### src/rtl/fht_control_param_pkg.sv
// Shared types and helpers for the FHT stage/sector controller.
// Stage length, sector length and bit-reverse live here for reuse.
package fht_control_param_pkg;

    localparam int A_BIT_DEF     = 8;
    localparam int LOG_N_MIN_DEF = 4;
    localparam int PIPE_DEF      = 3;

    typedef enum logic {
        S_IDLE,
        S_RUN
    } state_e;

    function automatic int stage_len(input logic [4:0] lgn, input int pipe);
        return (1 << (lgn - 5'd2)) + pipe;
    endfunction

    // log2 of sector length; never below 1 so a sector has two halves
    function automatic logic [4:0] sec_log2(input logic [4:0] k,
                                            input logic [4:0] lgn);
        logic [4:0] b;
        b = lgn - 5'd2;
        if (k < 5'd2) return b;
        if ((k - 5'd1) >= b) return 5'd1;
        return b - (k - 5'd1);
    endfunction

    function automatic logic [31:0] bitrev(input logic [31:0] x, input int n);
        logic [31:0] r;
        r = {<<{x}};
        return r >> (32 - n);
    endfunction

endpackage

### src/rtl/fht_control_param_if.sv
// Control/address bundle between the FHT controller and its datapath.
// master drives start/abort, slave (controller) drives the rest.
interface fht_control_param_if
    import fht_control_param_pkg::*;
#(
    parameter int A_BIT = A_BIT_DEF
);
    logic             iSTART;
    logic [4:0]       iLOG_N;
    logic             iABORT;
    logic             oRDY;
    logic             oDONE;
    logic             oERR;
    logic [4:0]       oSTAGE;
    logic             oST_ZERO;
    logic             oST_LAST;
    logic             o2ND_PART_SUBSEC;
    logic [A_BIT:0]   oSECTOR;
    logic [A_BIT-1:0] oADDR_RD_EVEN;
    logic [A_BIT-1:0] oADDR_RD_ODD;
    logic [A_BIT-1:0] oADDR_WR_0;
    logic [A_BIT-1:0] oADDR_WR_1;
    logic [A_BIT-1:0] oADDR_COEF;
    logic             oWE_A;
    logic             oWE_B;
    logic             oSOURCE_DATA;

    modport master (
        output iSTART, iLOG_N, iABORT,
        input  oRDY, oDONE, oERR, oSTAGE, oST_ZERO, oST_LAST,
        input  o2ND_PART_SUBSEC, oSECTOR,
        input  oADDR_RD_EVEN, oADDR_RD_ODD, oADDR_WR_0, oADDR_WR_1,
        input  oADDR_COEF, oWE_A, oWE_B, oSOURCE_DATA
    );

    modport slave (
        input  iSTART, iLOG_N, iABORT,
        output oRDY, oDONE, oERR, oSTAGE, oST_ZERO, oST_LAST,
        output o2ND_PART_SUBSEC, oSECTOR,
        output oADDR_RD_EVEN, oADDR_RD_ODD, oADDR_WR_0, oADDR_WR_1,
        output oADDR_COEF, oWE_A, oWE_B, oSOURCE_DATA
    );

endinterface

### src/rtl/fht_control_param_addr_gen.sv
// Per-stage sector/offset decode and bank read/write address generation.
// Write side replays the read-side sector split PIPE cycles later.
module fht_addr_gen
    import fht_control_param_pkg::*;
#(
    parameter int A_BIT = A_BIT_DEF,
    parameter int PIPE  = PIPE_DEF,
    parameter int TW    = A_BIT + 1
) (
    input  logic             clk_i,
    input  logic             rst_i,
    input  logic             run_i,
    input  logic [4:0]       k_i,
    input  logic [4:0]       lgn_i,
    input  logic [TW-1:0]    t_i,
    output logic             wr_win_o,
    output logic             part2_o,
    output logic [A_BIT:0]   sector_o,
    output logic [A_BIT-1:0] rd_even_o,
    output logic [A_BIT-1:0] rd_odd_o,
    output logic [A_BIT-1:0] wr0_o,
    output logic [A_BIT-1:0] wr1_o,
    output logic [A_BIT-1:0] coef_o
);

    logic [TW-1:0]    d, sl, half, msk, s, off, odd;
    logic [TW-1:0]    w, woff, wa0, wa1;
    logic [4:0]       lsl;
    logic             rd_win, edge_k;
    logic [A_BIT-1:0] coef_q, coef_d;

    always_comb begin
        d    = TW'(1) << (lgn_i - 5'd2);
        lsl  = sec_log2(k_i, lgn_i);
        sl   = TW'(1) << lsl;
        half = sl >> 1;
        msk  = sl - TW'(1);
        s    = t_i >> lsl;
        off  = t_i & msk;

        rd_win = run_i & (t_i < d);
        // reflected sector base: nsec-s sectors of sl words = d - s*sl
        odd    = (s == '0) ? off : (d - (t_i & ~msk) + off);

        w        = t_i - TW'(PIPE);
        woff     = w & msk;
        wr_win_o = run_i & (t_i >= TW'(PIPE)) & (w < d);
        edge_k   = (k_i == 5'd0) | (k_i == (lgn_i - 5'd1));
        wa0      = w;
        wa1      = w;
        if (!edge_k) begin
            if (woff < half) wa1 = (w + half) & (d - TW'(1));
            else             wa0 = (w - half) & (d - TW'(1));
        end

        rd_even_o = rd_win ? A_BIT'(t_i) : '0;
        rd_odd_o  = rd_win ? A_BIT'(odd) : '0;
        sector_o  = rd_win ? (A_BIT+1)'(s) : '0;
        part2_o   = rd_win & (k_i >= 5'd2) & (off >= half);
        wr0_o     = wr_win_o ? A_BIT'(wa0) : '0;
        wr1_o     = wr_win_o ? A_BIT'(wa1) : '0;

        coef_d = (rd_win & (k_i >= 5'd2)) ?
                 A_BIT'(bitrev(32'(s), A_BIT)) : '0;
        coef_o = run_i ? coef_q : '0;
    end

    always_ff @(posedge clk_i) begin
        if (rst_i) coef_q <= '0;
        else       coef_q <= coef_d;
    end

endmodule

### src/rtl/fht_control_param.sv
// FHT controller: run FSM, stage/time counters, handshake and write enables.
// Address decode is delegated to fht_addr_gen.
module fht_control_param
    import fht_control_param_pkg::*;
#(
    parameter int A_BIT     = A_BIT_DEF,
    parameter int LOG_N_MIN = LOG_N_MIN_DEF,
    parameter int PIPE      = PIPE_DEF,
    parameter int SEC_BIT   = A_BIT + 1
) (
    input logic               iCLK,
    input logic               iRESET,
    fht_control_param_if.slave bus
);

    localparam int         TW   = $clog2((2**A_BIT) + PIPE);
    localparam logic [4:0] LMAX = 5'(A_BIT + 2);
    localparam logic [4:0] LMIN = 5'(LOG_N_MIN);

    state_e             state_q, state_d;
    logic [4:0]         k_q, k_d, l_q, l_d;
    logic [TW-1:0]      t_q, t_d, t_end;
    logic               done_q, done_d, err_q, err_d;
    logic               run, wr_win;
    logic [SEC_BIT-1:0] sector;

    always_ff @(posedge iCLK) begin
        if (iRESET) begin
            state_q <= S_IDLE;
            k_q     <= '0;
            t_q     <= '0;
            l_q     <= LMAX;
            done_q  <= 1'b0;
            err_q   <= 1'b0;
        end else begin
            state_q <= state_d;
            k_q     <= k_d;
            t_q     <= t_d;
            l_q     <= l_d;
            done_q  <= done_d;
            err_q   <= err_d;
        end
    end

    always_comb begin
        state_d = state_q;
        k_d     = k_q;
        t_d     = t_q;
        l_d     = l_q;
        done_d  = 1'b0;
        err_d   = 1'b0;
        t_end   = TW'(stage_len(l_q, PIPE) - 1);
        unique case (state_q)
            S_IDLE: begin
                if (bus.iSTART) begin
                    if (bus.iLOG_N >= LMIN && bus.iLOG_N <= LMAX) begin
                        state_d = S_RUN;
                        l_d     = bus.iLOG_N;
                        k_d     = '0;
                        t_d     = '0;
                    end else begin
                        err_d = 1'b1;
                    end
                end
            end
            S_RUN: begin
                // abort takes priority over a coincident stage end
                if (bus.iABORT) begin
                    state_d = S_IDLE;
                    k_d     = '0;
                    t_d     = '0;
                end else if (t_q == t_end) begin
                    t_d = '0;
                    if (k_q == (l_q - 5'd1)) begin
                        state_d = S_IDLE;
                        k_d     = '0;
                        done_d  = 1'b1;
                    end else begin
                        k_d = k_q + 5'd1;
                    end
                end else begin
                    t_d = t_q + TW'(1);
                end
            end
            default: state_d = S_IDLE;
        endcase
    end

    fht_addr_gen #(
        .A_BIT (A_BIT),
        .PIPE  (PIPE),
        .TW    (TW)
    ) u_addr (
        .clk_i     (iCLK),
        .rst_i     (iRESET),
        .run_i     (run),
        .k_i       (k_q),
        .lgn_i     (l_q),
        .t_i       (t_q),
        .wr_win_o  (wr_win),
        .part2_o   (bus.o2ND_PART_SUBSEC),
        .sector_o  (sector),
        .rd_even_o (bus.oADDR_RD_EVEN),
        .rd_odd_o  (bus.oADDR_RD_ODD),
        .wr0_o     (bus.oADDR_WR_0),
        .wr1_o     (bus.oADDR_WR_1),
        .coef_o    (bus.oADDR_COEF)
    );

    assign run              = (state_q == S_RUN);
    assign bus.oRDY         = (state_q == S_IDLE);
    assign bus.oDONE        = done_q;
    assign bus.oERR         = err_q;
    assign bus.oSTAGE       = k_q;
    assign bus.oST_ZERO     = run & (k_q == 5'd0);
    assign bus.oST_LAST     = run & (k_q == (l_q - 5'd1));
    assign bus.oSECTOR      = sector;
    assign bus.oSOURCE_DATA = run & k_q[0];
    assign bus.oWE_A        = wr_win & k_q[0];
    assign bus.oWE_B        = wr_win & ~k_q[0];

endmodule

### src/flat_wrapper.sv
// flat-port wrapper written by rule: the top's interface ports become plain ports
module fht_control_param_flat import fht_control_param_pkg::*;
#(
    parameter int A_BIT     = A_BIT_DEF,
    parameter int LOG_N_MIN = LOG_N_MIN_DEF,
    parameter int PIPE      = PIPE_DEF,
    parameter int SEC_BIT   = A_BIT + 1
)
  (iCLK, iRESET, bus_iSTART, bus_iLOG_N, bus_iABORT, bus_oRDY, bus_oDONE, bus_oERR, bus_oSTAGE, bus_oST_ZERO, bus_oST_LAST, bus_o2ND_PART_SUBSEC, bus_oSECTOR, bus_oADDR_RD_EVEN, bus_oADDR_RD_ODD, bus_oADDR_WR_0, bus_oADDR_WR_1, bus_oADDR_COEF, bus_oWE_A, bus_oWE_B, bus_oSOURCE_DATA);
  fht_control_param_if #(.A_BIT(A_BIT)) bus_i ();
  input logic iCLK;
  input logic iRESET;
  input wire logic [$bits(bus_i.iSTART)-1:0] bus_iSTART;
  input wire logic [$bits(bus_i.iLOG_N)-1:0] bus_iLOG_N;
  input wire logic [$bits(bus_i.iABORT)-1:0] bus_iABORT;
  output wire logic [$bits(bus_i.oRDY)-1:0] bus_oRDY;
  output wire logic [$bits(bus_i.oDONE)-1:0] bus_oDONE;
  output wire logic [$bits(bus_i.oERR)-1:0] bus_oERR;
  output wire logic [$bits(bus_i.oSTAGE)-1:0] bus_oSTAGE;
  output wire logic [$bits(bus_i.oST_ZERO)-1:0] bus_oST_ZERO;
  output wire logic [$bits(bus_i.oST_LAST)-1:0] bus_oST_LAST;
  output wire logic [$bits(bus_i.o2ND_PART_SUBSEC)-1:0] bus_o2ND_PART_SUBSEC;
  output wire logic [$bits(bus_i.oSECTOR)-1:0] bus_oSECTOR;
  output wire logic [$bits(bus_i.oADDR_RD_EVEN)-1:0] bus_oADDR_RD_EVEN;
  output wire logic [$bits(bus_i.oADDR_RD_ODD)-1:0] bus_oADDR_RD_ODD;
  output wire logic [$bits(bus_i.oADDR_WR_0)-1:0] bus_oADDR_WR_0;
  output wire logic [$bits(bus_i.oADDR_WR_1)-1:0] bus_oADDR_WR_1;
  output wire logic [$bits(bus_i.oADDR_COEF)-1:0] bus_oADDR_COEF;
  output wire logic [$bits(bus_i.oWE_A)-1:0] bus_oWE_A;
  output wire logic [$bits(bus_i.oWE_B)-1:0] bus_oWE_B;
  output wire logic [$bits(bus_i.oSOURCE_DATA)-1:0] bus_oSOURCE_DATA;
  assign bus_i.iSTART = bus_iSTART;
  assign bus_i.iLOG_N = bus_iLOG_N;
  assign bus_i.iABORT = bus_iABORT;
  assign bus_oRDY = bus_i.oRDY;
  assign bus_oDONE = bus_i.oDONE;
  assign bus_oERR = bus_i.oERR;
  assign bus_oSTAGE = bus_i.oSTAGE;
  assign bus_oST_ZERO = bus_i.oST_ZERO;
  assign bus_oST_LAST = bus_i.oST_LAST;
  assign bus_o2ND_PART_SUBSEC = bus_i.o2ND_PART_SUBSEC;
  assign bus_oSECTOR = bus_i.oSECTOR;
  assign bus_oADDR_RD_EVEN = bus_i.oADDR_RD_EVEN;
  assign bus_oADDR_RD_ODD = bus_i.oADDR_RD_ODD;
  assign bus_oADDR_WR_0 = bus_i.oADDR_WR_0;
  assign bus_oADDR_WR_1 = bus_i.oADDR_WR_1;
  assign bus_oADDR_COEF = bus_i.oADDR_COEF;
  assign bus_oWE_A = bus_i.oWE_A;
  assign bus_oWE_B = bus_i.oWE_B;
  assign bus_oSOURCE_DATA = bus_i.oSOURCE_DATA;
  fht_control_param #(.A_BIT(A_BIT), .LOG_N_MIN(LOG_N_MIN), .PIPE(PIPE), .SEC_BIT(SEC_BIT)) u_core (.iCLK(iCLK), .iRESET(iRESET), .bus(bus_i));
endmodule
### config.mk
export PLATFORM = sky130hd
export DESIGN_NAME = fht_control_param_flat
export DESIGN_NICKNAME = d
export VERILOG_FILES = /design/src/rtl/fht_control_param_pkg.sv /design/src/rtl/fht_control_param_if.sv /design/src/rtl/fht_control_param_addr_gen.sv /design/src/rtl/fht_control_param.sv /design/src/flat_wrapper.sv
export SDC_FILE = /design/constraint.sdc
export NUM_CORES = 1
export LEC_CHECK = 0
export CAP_MARGIN = 25
export CORE_MARGIN = 2
export CORE_UTILIZATION = 62
export CTS_CLUSTER_DIAMETER = 40
export DETAILED_ROUTE_END_ITERATION = 16
export PLACE_DENSITY = 0.95
export SKIP_CTS_REPAIR_TIMING = 1
export SYNTH_ARGS = -nofsm -noshare
export SYNTH_HDL_FRONTEND = slang
export SYNTH_SLANG_ARGS = --single-unit
### constraint.sdc
create_clock -name iCLK -period 10.9 [get_ports iCLK]
set_input_delay 3.27 -clock iCLK [delete_from_list [all_inputs] [get_ports iCLK]]
set_output_delay 3.27 -clock iCLK [all_outputs]
set_load 0.01 [all_outputs]
# After elaboration in Yosys (flattened, before gate mapping)
# Index checks and enable logic that the tools add are counted.
# word_totals
reg_bits,30
# classes
n_mux,37
n_addsub,15
n_lt_le_gt_ge,10
n_reduce_logical,9
n_bitwise,22
shift,4
n_eq_ne,5
# op_table
op,n
8-bit 2-to-1 mux,10
5-bit 2-to-1 mux,9
9-bit 2-to-1 mux,5
1-bit by 5-bit << shifter with 9-bit output (first input constant),3
8-bit bitwise AND,3
9-bit bitwise AND,2
9-bit less-than comparator,2
9-bit one-hot mux with 2 select lines,1
9-bit by 2-bit subtractor with 9-bit output (second input constant),2
8-bit adder,2
8-bit subtractor,2
1-bit bitwise AND,10
1-bit 2-to-1 mux,10
5-bit one-hot mux with 2 select lines,1
5-bit by 1-bit subtractor with 5-bit output (second input constant),2
9-bit by 1-bit adder with 9-bit output (second input constant),1
9-bit by 3-bit adder with 9-bit output (second input constant),1
9-bit == test,1
9-bit by 2-bit >= comparator with 1-bit output (second input constant),1
9-bit by 8-bit >= comparator with 1-bit output,1
9-bit zero test,1
9-bit by 8-bit less-than comparator with 1-bit output,1
9-bit by 5-bit right shift with 9-bit output,1
9-bit by 1-bit subtractor with 9-bit output (second input constant),1
other kinds (24),29

# Logic depth before layout (Yosys ltp)
# Gate-level depths: netlist of the first run.
# depth
depth_word,14
ltp_mapped,28

# Modules after synthesis
# From an unflattened synthesis of the first run, not the netlist that was laid out.
# hier_totals
cells_unflattened,787
area_unflattened_um2,5928.2
# modules_own_cells
module,cells_each,area_each_um2,instances
fht_addr_gen,575,4220.3,1
fht_control_param,212,1707.9,1

# Least setup slack after synthesis of the first run
# Ideal clock, no wire load.
# synth_timing
path_kind,flip-flop to output port
start,register u_core.l_q[1]
end,output port bus_oADDR_WR_1[6]
path_buffers,3
stages_incl_launch_ff,27
slack_ps,2466
arrival_ps,5164
path_cell_list,dfxtp_1 inv_1 ha_1 clkbuf_1 inv_1 ha_1 and3_1 o21a_1 o21ai_2 nand2_4 buf_2 nor2_1 nand2_1 ha_1 buf_2 nor3_1 o211ai_1 a21boi_0 ha_1 a21o_1 a21oi_1 o21ai_0 a21oi_1 o31a_4 nand3_2 or3_1 a21oi_1
# synth_via
elab_chain_cells,13
elab_cells_between_ends,25
# synth_lines
element,line_no,source
from (decl),fht_control_param.sv:21,"logic [4:0] k_q, k_d, l_q, l_d;"
from (signal assigned),fht_control_param.sv:39,l_q <= l_d;
5-bit by 2-bit subtractor with 5-bit output,"fht_control_param_pkg.sv:22, fht_control_param_addr_gen.sv:33",
5-bit >= comparator,fht_control_param_pkg.sv:24,if ((k - 5'd1) >= b) return 5'd1;
1-bit 2-to-1 mux (2 in series),fht_control_param_pkg.sv:24,
5-bit 2-to-1 mux,fht_control_param_pkg.sv:25,return b - (k - 5'd1);
5-bit 2-to-1 mux,fht_control_param_pkg.sv:24,
1-bit by 5-bit << shifter with 9-bit output,fht_control_param_addr_gen.sv:35,sl = TW'(1) << lsl;
9-bit by 1-bit subtractor with 9-bit output,fht_control_param_addr_gen.sv:37,msk = sl - TW'(1);
9-bit bitwise AND,fht_control_param_addr_gen.sv:46,woff = w & msk;
9-bit by 8-bit less-than comparator with 1-bit output,fht_control_param_addr_gen.sv:52,if (woff < half) wa1 = (w + half) & (d - TW'(1));
8-bit 2-to-1 mux,fht_control_param_addr_gen.sv:52,
8-bit 2-to-1 mux,fht_control_param_addr_gen.sv:51,if (!edge_k) begin
8-bit 2-to-1 mux *,fht_control_param_addr_gen.sv:61,wr1_o = wr_win_o ? A_BIT'(wa1) : '0;
to (decl),flat_wrapper.sv:27,output wire logic [$bits(bus_i.oADDR_WR_1)-1:0] bus_oADDR_WR_1;
# Mark *: on every way between the ends. The rest lies on a longest branch, timed or not. The select of a mux whose other input is x is not followed.

# Worst setup path in the final report of the first run
# layout_timing
start,register u_core.l_q[1]
end,output port bus_oADDR_WR_1[2]
# Same word-level chain as after synthesis.

==> results of run 1 <==
## per-stage QoR
step / utilization / hold slack (ps) / instance area [µm²] / setup slack (ps)
finish: 0.743 / 575 / 6110 / 767
global route: 0.743 / 604 / 6110 / 277
CTS: 0.741 / 570 / 6090 / 881
detailed placement: 0.730 / 556 / 6000 / 1240
global placement: 0.730 / 549 / 6000 / 1610
floorplan: - / 510 / 5270 / 2470
## report_power, final
part | switching, mW | internal (mW)
Clock | 0.0548 | 0.0509
Combinational | 0.0668 | 0.0417
Sequential | 0.00263 | 0.111
## worst min-delay path: stages (launching register included)
cell	delay (ps)
dfxtp_1	380
nand2_1	70
o21ai_0	70
## path summary, 6_finish.rpt
check                        from                      end  slack (ps)  depth (start not counted)
max                 u_core.l_q[1]        bus_oADDR_WR_1[2]         770                         23
min          u_core.bus.oSTAGE[0]     u_core.bus.oSTAGE[0]         570                          2
max reg2reg         u_core.l_q[1]  u_core.u_addr.coef_q[0]        6140                         17
min reg2reg  u_core.bus.oSTAGE[0]     u_core.bus.oSTAGE[0]         570                          2
## per-layer routing
layer  vias up  part of all wire  track usage
met1      2585              0.40        0.445
met5         -                 0            0
li1       2620                 -            -
met3        83             0.087       0.0431
met4         0             0.059        0.211
met2       329              0.45        0.595
## flip-flops by register name (all words and copies together) (netlist names)
signal,cells
u_core.u_addr.coef_q,8
u_core.bus.oDONE,1
u_core.l_q,5
u_core.bus.oERR,1
u_core.run,1
u_core.t_q,9
u_core.bus.oSTAGE,5
## synthesized netlist by cell type (all sizes together), types with 16 or more instances
master / instances / area [µm²]
nor2b: 17 / 106
inv: 41 / 154
nor2: 96 / 394
xnor2: 36 / 315
ha: 76 / 951
a21o: 18 / 135
a21oi: 45 / 233
dfxtp: 30 / 601
o21ai: 36 / 188
nand3: 23 / 120
nor3: 17 / 85.1
and2: 16 / 100
clkbuf: 16 / 60.1
nand2: 58 / 228
mux2i: 16 / 160
## logic make-up (layout without fill, tap and decap cells)
family,after synthesis,after routing,synth area share
muxes,19,19,0.0382
buffers and inverters,70,125,0.0572
AOI/OAI and AO/OA,177,177,0.234
and+or+nand+nor,283,283,0.273
xor gates and xnor gates,51,51,0.0874
DFF,30,30,0.114
adders and majority gates,80,80,0.196
## layout by cell type (no fill, tap or decap), drive strengths merged, types with 18 or more instances in the layout
cell type / instances
o21ai: 36
xnor2: 36
a21oi: 45
dfxtp: 30
inv: 41
nand3: 23
clkdlybuf4s50: 71
a21o: 18
nor2: 96
ha: 76
nand2: 58
## final cells by class
| cell class | instances | area (µm²) |
|---|---|---|
| clock inverter | 2 | 12.5 |
| fill | 612 | 2110 |
| sequential | 30 | 601 |
| timing repair buffer | 74 | 741 |
| tap | 105 | 131 |
| inverter | 43 | 161 |
| multi-input combinational | 610 | 4380 |
| clock buffer | 6 | 82.6 |
==> impl_metrics.prom, run 1 <==
# TYPE chip_impl_metric gauge
chip_impl_info{name="run_status",value="completed"} 1
chip_impl_metric{name="timing.critical_path.arrival",unit="ps"} 6860
chip_impl_metric{name="finalWorstPathRequiredPeriod",unit="ps"} 10130
chip_impl_metric{name="synth.yosys.seq_area_share",unit=""} 0.114
chip_impl_info{name="rsz0062_at_grt",value="false"} 1
chip_impl_metric{name="routed_wirelength_normalized_by_instance_count",unit="µm"} 19.3
chip_impl_metric{name="postSynthRegisterBits",unit=""} 30
chip_impl_info{name="timing.hold.worst.class",value="flip-flop to flip-flop"} 1
chip_impl_metric{name="ir_drop",unit="mV"} 0.0514
chip_impl_metric{name="die-height",unit="µm"} 96.2
chip_impl_metric{name="post_detailed_route_drc_marker_count",unit=""} 0
chip_impl_metric{name="placementRows",unit=""} 33
chip_impl_info{name="synthFlopType",value="dfxtp_1"} 1
chip_impl_metric{name="route.detailed.vias_per_inst",unit=""} 6.46
chip_impl_metric{name="largest_stage_delay_on_the_critical_path",unit="ps"} 640
chip_impl_metric{name="antennaDiodeCount",unit=""} 0
chip_impl_metric{name="antenna_violations_before_repair",unit=""} 0
chip_impl_metric{name="drv_slew",unit=""} 0
chip_impl_metric{name="postSynthAreaPerCell",unit="µm²"} 7.42
chip_impl_metric{name="flow.area_growth_from_synthesis",unit="%"} 15.9
chip_impl_metric{name="ant_nets",unit=""} 0
chip_impl_metric{name="die_area",unit="mm²"} 0.00925
chip_impl_info{name="cts_tree",value="yes"} 1
chip_impl_metric{name="dp_cells",unit=""} 861
chip_impl_metric{name="worst_skew_pair.late_latency",unit="ps"} 300
chip_impl_metric{name="synth_warnings",unit=""} 0
chip_impl_metric{name="clock_sink_count",unit=""} 30
chip_impl_metric{name="final.period_utilization",unit=""} 0.930
chip_impl_metric{name="cts-htree-levels",unit=""} 2
chip_impl_info{name="timing.critical_path.to_type",value="output pin"} 1
chip_impl_metric{name="worst-path-max-fanout",unit=""} 15
chip_impl_info{name="timing.setup.critical_path_class",value="flip-flop to output pin"} 1
chip_impl_metric{name="max-cap-violations",unit=""} 0
chip_impl_metric{name="fin_worst_skew",unit="ps"} 8.00
chip_impl_metric{name="numPortBuffers",unit=""} 71
chip_impl_metric{name="tightestPinTransition",unit="ps"} 1040
chip_impl_metric{name="synth_edf_count",unit=""} 0
chip_impl_metric{name="hold_viol",unit=""} 0
chip_impl_metric{name="critical_path_buf_inv_count",unit=""} 3
chip_impl_metric{name="grt-ovfl-total",unit=""} 0
chip_impl_metric{name="yosys.cell_types.count",unit=""} 76
chip_impl_metric{name="cts_made_buffers",unit=""} 5
chip_impl_info{name="cp-start-kind",value="flip-flop"} 1
chip_impl_metric{name="rd_place_congestion",unit=""} 1.01
chip_impl_metric{name="max-clock-path-buffers",unit=""} 2
chip_impl_metric{name="drt-initial-drc-count",unit=""} 485
chip_impl_metric{name="via_count_of_the_first_global_routing_pass",unit=""} 5259
chip_impl_metric{name="setup_viol",unit=""} 0
chip_impl_metric{name="final_layout_size_suffix_gt1_frac",unit=""} 0.0588
chip_impl_metric{name="fin_tns_setup",unit="ps"} 0
chip_impl_metric{name="number_of_vias_in_the_routed_layout",unit=""} 5617
chip_impl_metric{name="place.detailed.hpwl",unit="µm"} 13100
chip_impl_metric{name="critPathRequiredTime",unit="ps"} 7630
chip_impl_metric{name="die_w",unit="µm"} 96.2
chip_impl_metric{name="stdcell_count",unit=""} 870
chip_impl_metric{name="grt_start_max_net_pins",unit=""} 25
chip_impl_metric{name="groute.usage.overall",unit=""} 0.359
chip_impl_metric{name="placeableCoreArea",unit="mm²"} 0.00822
chip_impl_metric{name="nNetsFinal",unit=""} 853
chip_impl_metric{name="synthesis.nets",unit=""} 799
chip_impl_metric{name="drt_first_pass_iters",unit=""} 8
chip_impl_info{name="critical-path-top-cell-by-count",value="ha_1"} 1
chip_impl_info{name="critPathTopFamily",value="compound AO/OA/AOI/OAI gates"} 1
chip_impl_metric{name="worst_slew_margin_rel",unit=""} 0.304
chip_impl_info{name="root_buffer",value="clkbuf_8"} 1
chip_impl_metric{name="clk_pin_slew",unit="ps"} 80
chip_impl_metric{name="netlist_area",unit="mm²"} 0.00527
chip_impl_info{name="path_cells",value="inv_1 > ha_1 > inv_1 > ha_1 > and3_1 > nand3_1 > a41oi_2 > nor2_1 > nand2_1 > ha_1 > nor3_1 > o211ai_1 > a21boi_0 > ha_1 > a21o_1 > a21oi_1 > o21ai_0 > a21oi_1 > o31a_4 > nand3_2 > or3_1 > a21oi_1 > clkdlybuf4s50_1"} 1
chip_impl_metric{name="leak",unit="nW"} 2.48
chip_impl_metric{name="post-layout-total-power",unit="µW"} 328
chip_impl_metric{name="num_io_pins",unit=""} 72
chip_impl_metric{name="power_per_cell_area",unit="mW/mm²"} 53.6
chip_impl_metric{name="clock.fmax",unit="MHz"} 98.7
chip_impl_metric{name="route.final.wire_length",unit="µm"} 16800
chip_impl_metric{name="start_util",unit=""} 0.641
chip_impl_metric{name="async_set_or_reset_register_ratio_after_synthesis",unit=""} 0
chip_impl_metric{name="wire_length_of_the_first_global_routing_pass",unit="µm"} 25900
chip_impl_info{name="critical_path_slowest_stage_cell",value="a41oi_2"} 1
chip_impl_metric{name="netlist_instances",unit=""} 710
Power figures use the tool's default switching activity.
==> run 2: changes to the inputs <==
GPL_ROUTABILITY_DRIVEN = 0   (was default)
==> run 2 against run 1 <==
Against the previous run:
- non-clock buffer count fell by 1
- sequential power about the same
- global-route usage increased by 0.57 points
- register-to-register slack better by 20 ps
- utilization down 0.091 points
- critical path type unchanged
- clock power down 5%
- setup slack got worse by 160 ps
- combinational power hardly changed
- die area is the same
- highest routed layer unchanged
- final area down 0.12%
- first-iteration DRC count rose by 86%
==> impl_metrics.prom, run 2 (synthesized netlist as in run 1, its figures left out) <==
# TYPE chip_impl_metric gauge
chip_impl_info{name="regMostFlops",value="u_core.t_q"} 1
chip_impl_metric{name="timing.reg2reg.setup_slack",unit="ps"} 6160
chip_impl_metric{name="num_io_pins",unit=""} 72
chip_impl_info{name="timing.setup.critical_path_class",value="flip-flop to output pin"} 1
chip_impl_metric{name="switching_share",unit=""} 0.372
chip_impl_metric{name="post-layout-total-power",unit="µW"} 324
chip_impl_metric{name="route.final.wire_length",unit="µm"} 16500
chip_impl_metric{name="cellInternalPower",unit="µW"} 203
chip_impl_metric{name="post-route-worst-setup-slack",unit="ps"} 607
chip_impl_metric{name="timing.critical_path.arrival",unit="ps"} 7020
chip_impl_metric{name="grt_start_max_net_pins",unit=""} 25
chip_impl_metric{name="placement.setup.worst_slack",unit="ps"} 1130
chip_impl_metric{name="placementRows",unit=""} 33
chip_impl_metric{name="p_clk_frac",unit=""} 0.311
chip_impl_metric{name="worst_slew_margin_rel",unit=""} 0.331
chip_impl_metric{name="nNetsFinal",unit=""} 852
chip_impl_metric{name="ant_nets",unit=""} 0
chip_impl_metric{name="antennaDiodeCount",unit=""} 0
chip_impl_info{name="registers_with_the_most_flip_flops",value="u_core.t_q (9), u_core.u_addr.coef_q (8)"} 1
chip_impl_metric{name="flip_flop_count_of_the_largest_register_after_layout",unit=""} 9
chip_impl_metric{name="stdcell_area",unit="mm²"} 0.00610
chip_impl_info{name="final_cell_mix",value="92 x nor2_1, 76 x ha_1, 71 x clkdlybuf4s50_1, 56 x nand2_1, 43 x a21oi_1"} 1
chip_impl_metric{name="leak",unit="nW"} 2.47
chip_impl_metric{name="worst-path-max-fanout",unit=""} 15
chip_impl_metric{name="placeableCoreArea",unit="mm²"} 0.00822
chip_impl_metric{name="start_util",unit=""} 0.641
chip_impl_metric{name="final.period_utilization",unit=""} 0.944
chip_impl_info{name="rsz0062_at_grt",value="false"} 1
chip_impl_metric{name="groute.usage.overall",unit=""} 0.365
chip_impl_metric{name="clk_pin_slew",unit="ps"} 80
chip_impl_metric{name="reg2regPathDepth",unit=""} 17
chip_impl_metric{name="drv_slew",unit=""} 0
chip_impl_metric{name="place.detailed.hpwl",unit="µm"} 12900
chip_impl_metric{name="largest_stage_delay_on_the_critical_path",unit="ps"} 580
chip_impl_info{name="hold_start",value="u_core.l_q[4]"} 1
chip_impl_metric{name="whs_path_depth",unit=""} 1
chip_impl_info{name="worstReg2RegStart",value="u_core.l_q[1]"} 1
chip_impl_info{name="critical_path.reg2reg.endpoint",value="u_core.u_addr.coef_q[0]"} 1
chip_impl_metric{name="numPortBuffers",unit=""} 71
chip_impl_metric{name="final_layout_size_suffix_gt1_frac",unit=""} 0.0576
chip_impl_metric{name="hold_viol",unit=""} 0
chip_impl_info{name="timing.hold.worst.class",value="flip-flop to flip-flop"} 1
chip_impl_metric{name="cts_made_buffers",unit=""} 5
chip_impl_metric{name="max-cap-violations",unit=""} 0
chip_impl_metric{name="routed_wirelength_normalized_by_instance_count",unit="µm"} 19.0
chip_impl_info{name="path_cells",value="inv_1 > ha_1 > inv_1 > ha_1 > and3_1 > o21ai_1 > nand2_1 > a41oi_2 > nor2_1 > nand2_1 > ha_1 > nor3_1 > o211ai_1 > a21boi_0 > ha_1 > a21o_1 > a21oi_1 > o21ai_0 > a21oi_1 > o31a_4 > nand3_2 > or3_1 > a21oi_1 > clkdlybuf4s50_1"} 1
chip_impl_metric{name="antenna_violations_before_repair",unit=""} 0
chip_impl_info{name="final_common_cell",value="nor2_1"} 1
chip_impl_metric{name="cts-htree-levels",unit=""} 2
chip_impl_metric{name="share_seq_of_total_power",unit=""} 0.350
chip_impl_metric{name="fill_cells",unit=""} 622
chip_impl_metric{name="clock.fmax",unit="MHz"} 97.2
chip_impl_metric{name="max-clock-path-buffers",unit=""} 2
chip_impl_info{name="critical-path-top-cell-by-count",value="ha_1"} 1
chip_impl_metric{name="clock_sink_count",unit=""} 30
chip_impl_metric{name="finalWorstPathRequiredPeriod",unit="ps"} 10290
chip_impl_info{name="timing.critical_path.to_type",value="output pin"} 1
chip_impl_metric{name="wire_length_of_the_first_global_routing_pass",unit="µm"} 26800
chip_impl_metric{name="route.detailed.vias_per_inst",unit=""} 6.73
chip_impl_metric{name="die-height",unit="µm"} 96.2
chip_impl_info{name="cts_tree",value="yes"} 1
chip_impl_metric{name="via_count_of_the_first_global_routing_pass",unit=""} 5558
chip_impl_metric{name="power_per_cell_area",unit="mW/mm²"} 53.1
chip_impl_metric{name="number_of_vias_in_the_routed_layout",unit=""} 5848
chip_impl_metric{name="critPathRequiredTime",unit="ps"} 7630
chip_impl_info{name="critical_path_slowest_stage_cell",value="a41oi_2"} 1
chip_impl_metric{name="setup_viol",unit=""} 0
chip_impl_metric{name="placement.cell_area",unit="mm²"} 0.00599
chip_impl_info{name="root_buffer",value="clkbuf_8"} 1
chip_impl_metric{name="drt_first_pass_iters",unit=""} 6
chip_impl_metric{name="switching_power",unit="µW"} 120
chip_impl_metric{name="flow.area_growth_from_synthesis",unit="%"} 15.8
chip_impl_metric{name="comb_power_share",unit=""} 0.339
chip_impl_info{name="cp-start-kind",value="flip-flop"} 1
chip_impl_info{name="run_status",value="completed"} 1
chip_impl_metric{name="grt-ovfl-total",unit=""} 0
chip_impl_info{name="worst_hold_path.endpoint",value="u_core.l_q[4]"} 1
chip_impl_metric{name="post_detailed_route_drc_marker_count",unit=""} 0
chip_impl_metric{name="drt-initial-drc-count",unit=""} 902
chip_impl_metric{name="ir_drop",unit="mV"} 0.0511
chip_impl_metric{name="fin_tns_setup",unit="ps"} 0
chip_impl_metric{name="die_area",unit="mm²"} 0.00925
chip_impl_metric{name="fin_worst_skew",unit="ps"} 10.3
chip_impl_metric{name="tightestPinTransition",unit="ps"} 1000
chip_impl_metric{name="worst_skew_pair.late_latency",unit="ps"} 290
chip_impl_metric{name="die_w",unit="µm"} 96.2
==> run 2: routing by layer <==
| metal | GRT usage | vias to the layer above | share of wire |
|---|---|---|---|
| li1 | - | 2616 | - |
| met1 | 0.423 | 2680 | 0.37 |
| met2 | 0.623 | 407 | 0.46 |
| met3 | 0.0736 | 145 | 0.10 |
| met4 | 0.206 | 0 | 0.068 |
| met5 | 0 | - | 0 |
==> run 2: critical path, delay by kind of cell, from the launching register on <==
kind	cells	cell delay [ps]
buffers and inverters	3	940
adder cells (fa/ha/maj)	4	1540
AO/OA/AOI/OAI	10	2240
AND/OR/NAND/NOR	7	1530
flip-flops	1	480
==> run 2: per-stage QoR <==
step | hold slack, ps | std cells | utilization
floorplan | 510 | 710 | -
global placement | 549 | 860 | 0.729
detailed placement | 574 | 860 | 0.729
CTS | 581 | 868 | 0.741
global route | 610 | 869 | 0.742
finish | 590 | 869 | 0.742
==> run 2: power groups by stage <==
| stage | registers [mW] | logic (mW) | clock network, mW |
|---|---|---|---|
| global route | 0.114 | 0.119 | 0.104 |
| finish | 0.113 | 0.110 | 0.101 |
| floorplan | 0.115 | 0.0788 | 0 |
| CTS | 0.113 | 0.105 | 0.0988 |
| global placement | 0.116 | 0.0986 | 0 |
| detailed placement | 0.116 | 0.104 | 0 |
==> run 2: area by class of cell <==
| cell class | count | area (µm²) | area share |
|---|---|---|---|
| clock buffers | 6 | 82.6 | 0.0135 |
| clock inverters | 2 | 12.5 | 0.00205 |
| inverters | 43 | 161 | 0.0265 |
| multi-input cells | 610 | 4380 | 0.718 |
| flip-flops and latches | 30 | 601 | 0.0985 |
| well taps | 105 | 131 | 0.0215 |
| repair buffers | 73 | 733 | 0.120 |
==> run 2: worst max path at each step <==
| stage | from | end | cells past startpoint |
|---|---|---|---|
| final | u_core.l_q[1] | bus_oADDR_WR_1[2] | 24 |
| after global routing | u_core.l_q[1] | bus_oADDR_WR_1[2] | 24 |
| after CTS | u_core.l_q[1] | bus_oADDR_WR_1[2] | 24 |
| after detailed placement | u_core.l_q[1] | bus_oADDR_WR_1[2] | 24 |
| after global placement | u_core.l_q[1] | bus_oADDR_WR_1[2] | 24 |
| after floorplan | u_core.l_q[1] | bus_oADDR_WR_1[6] | 26 |
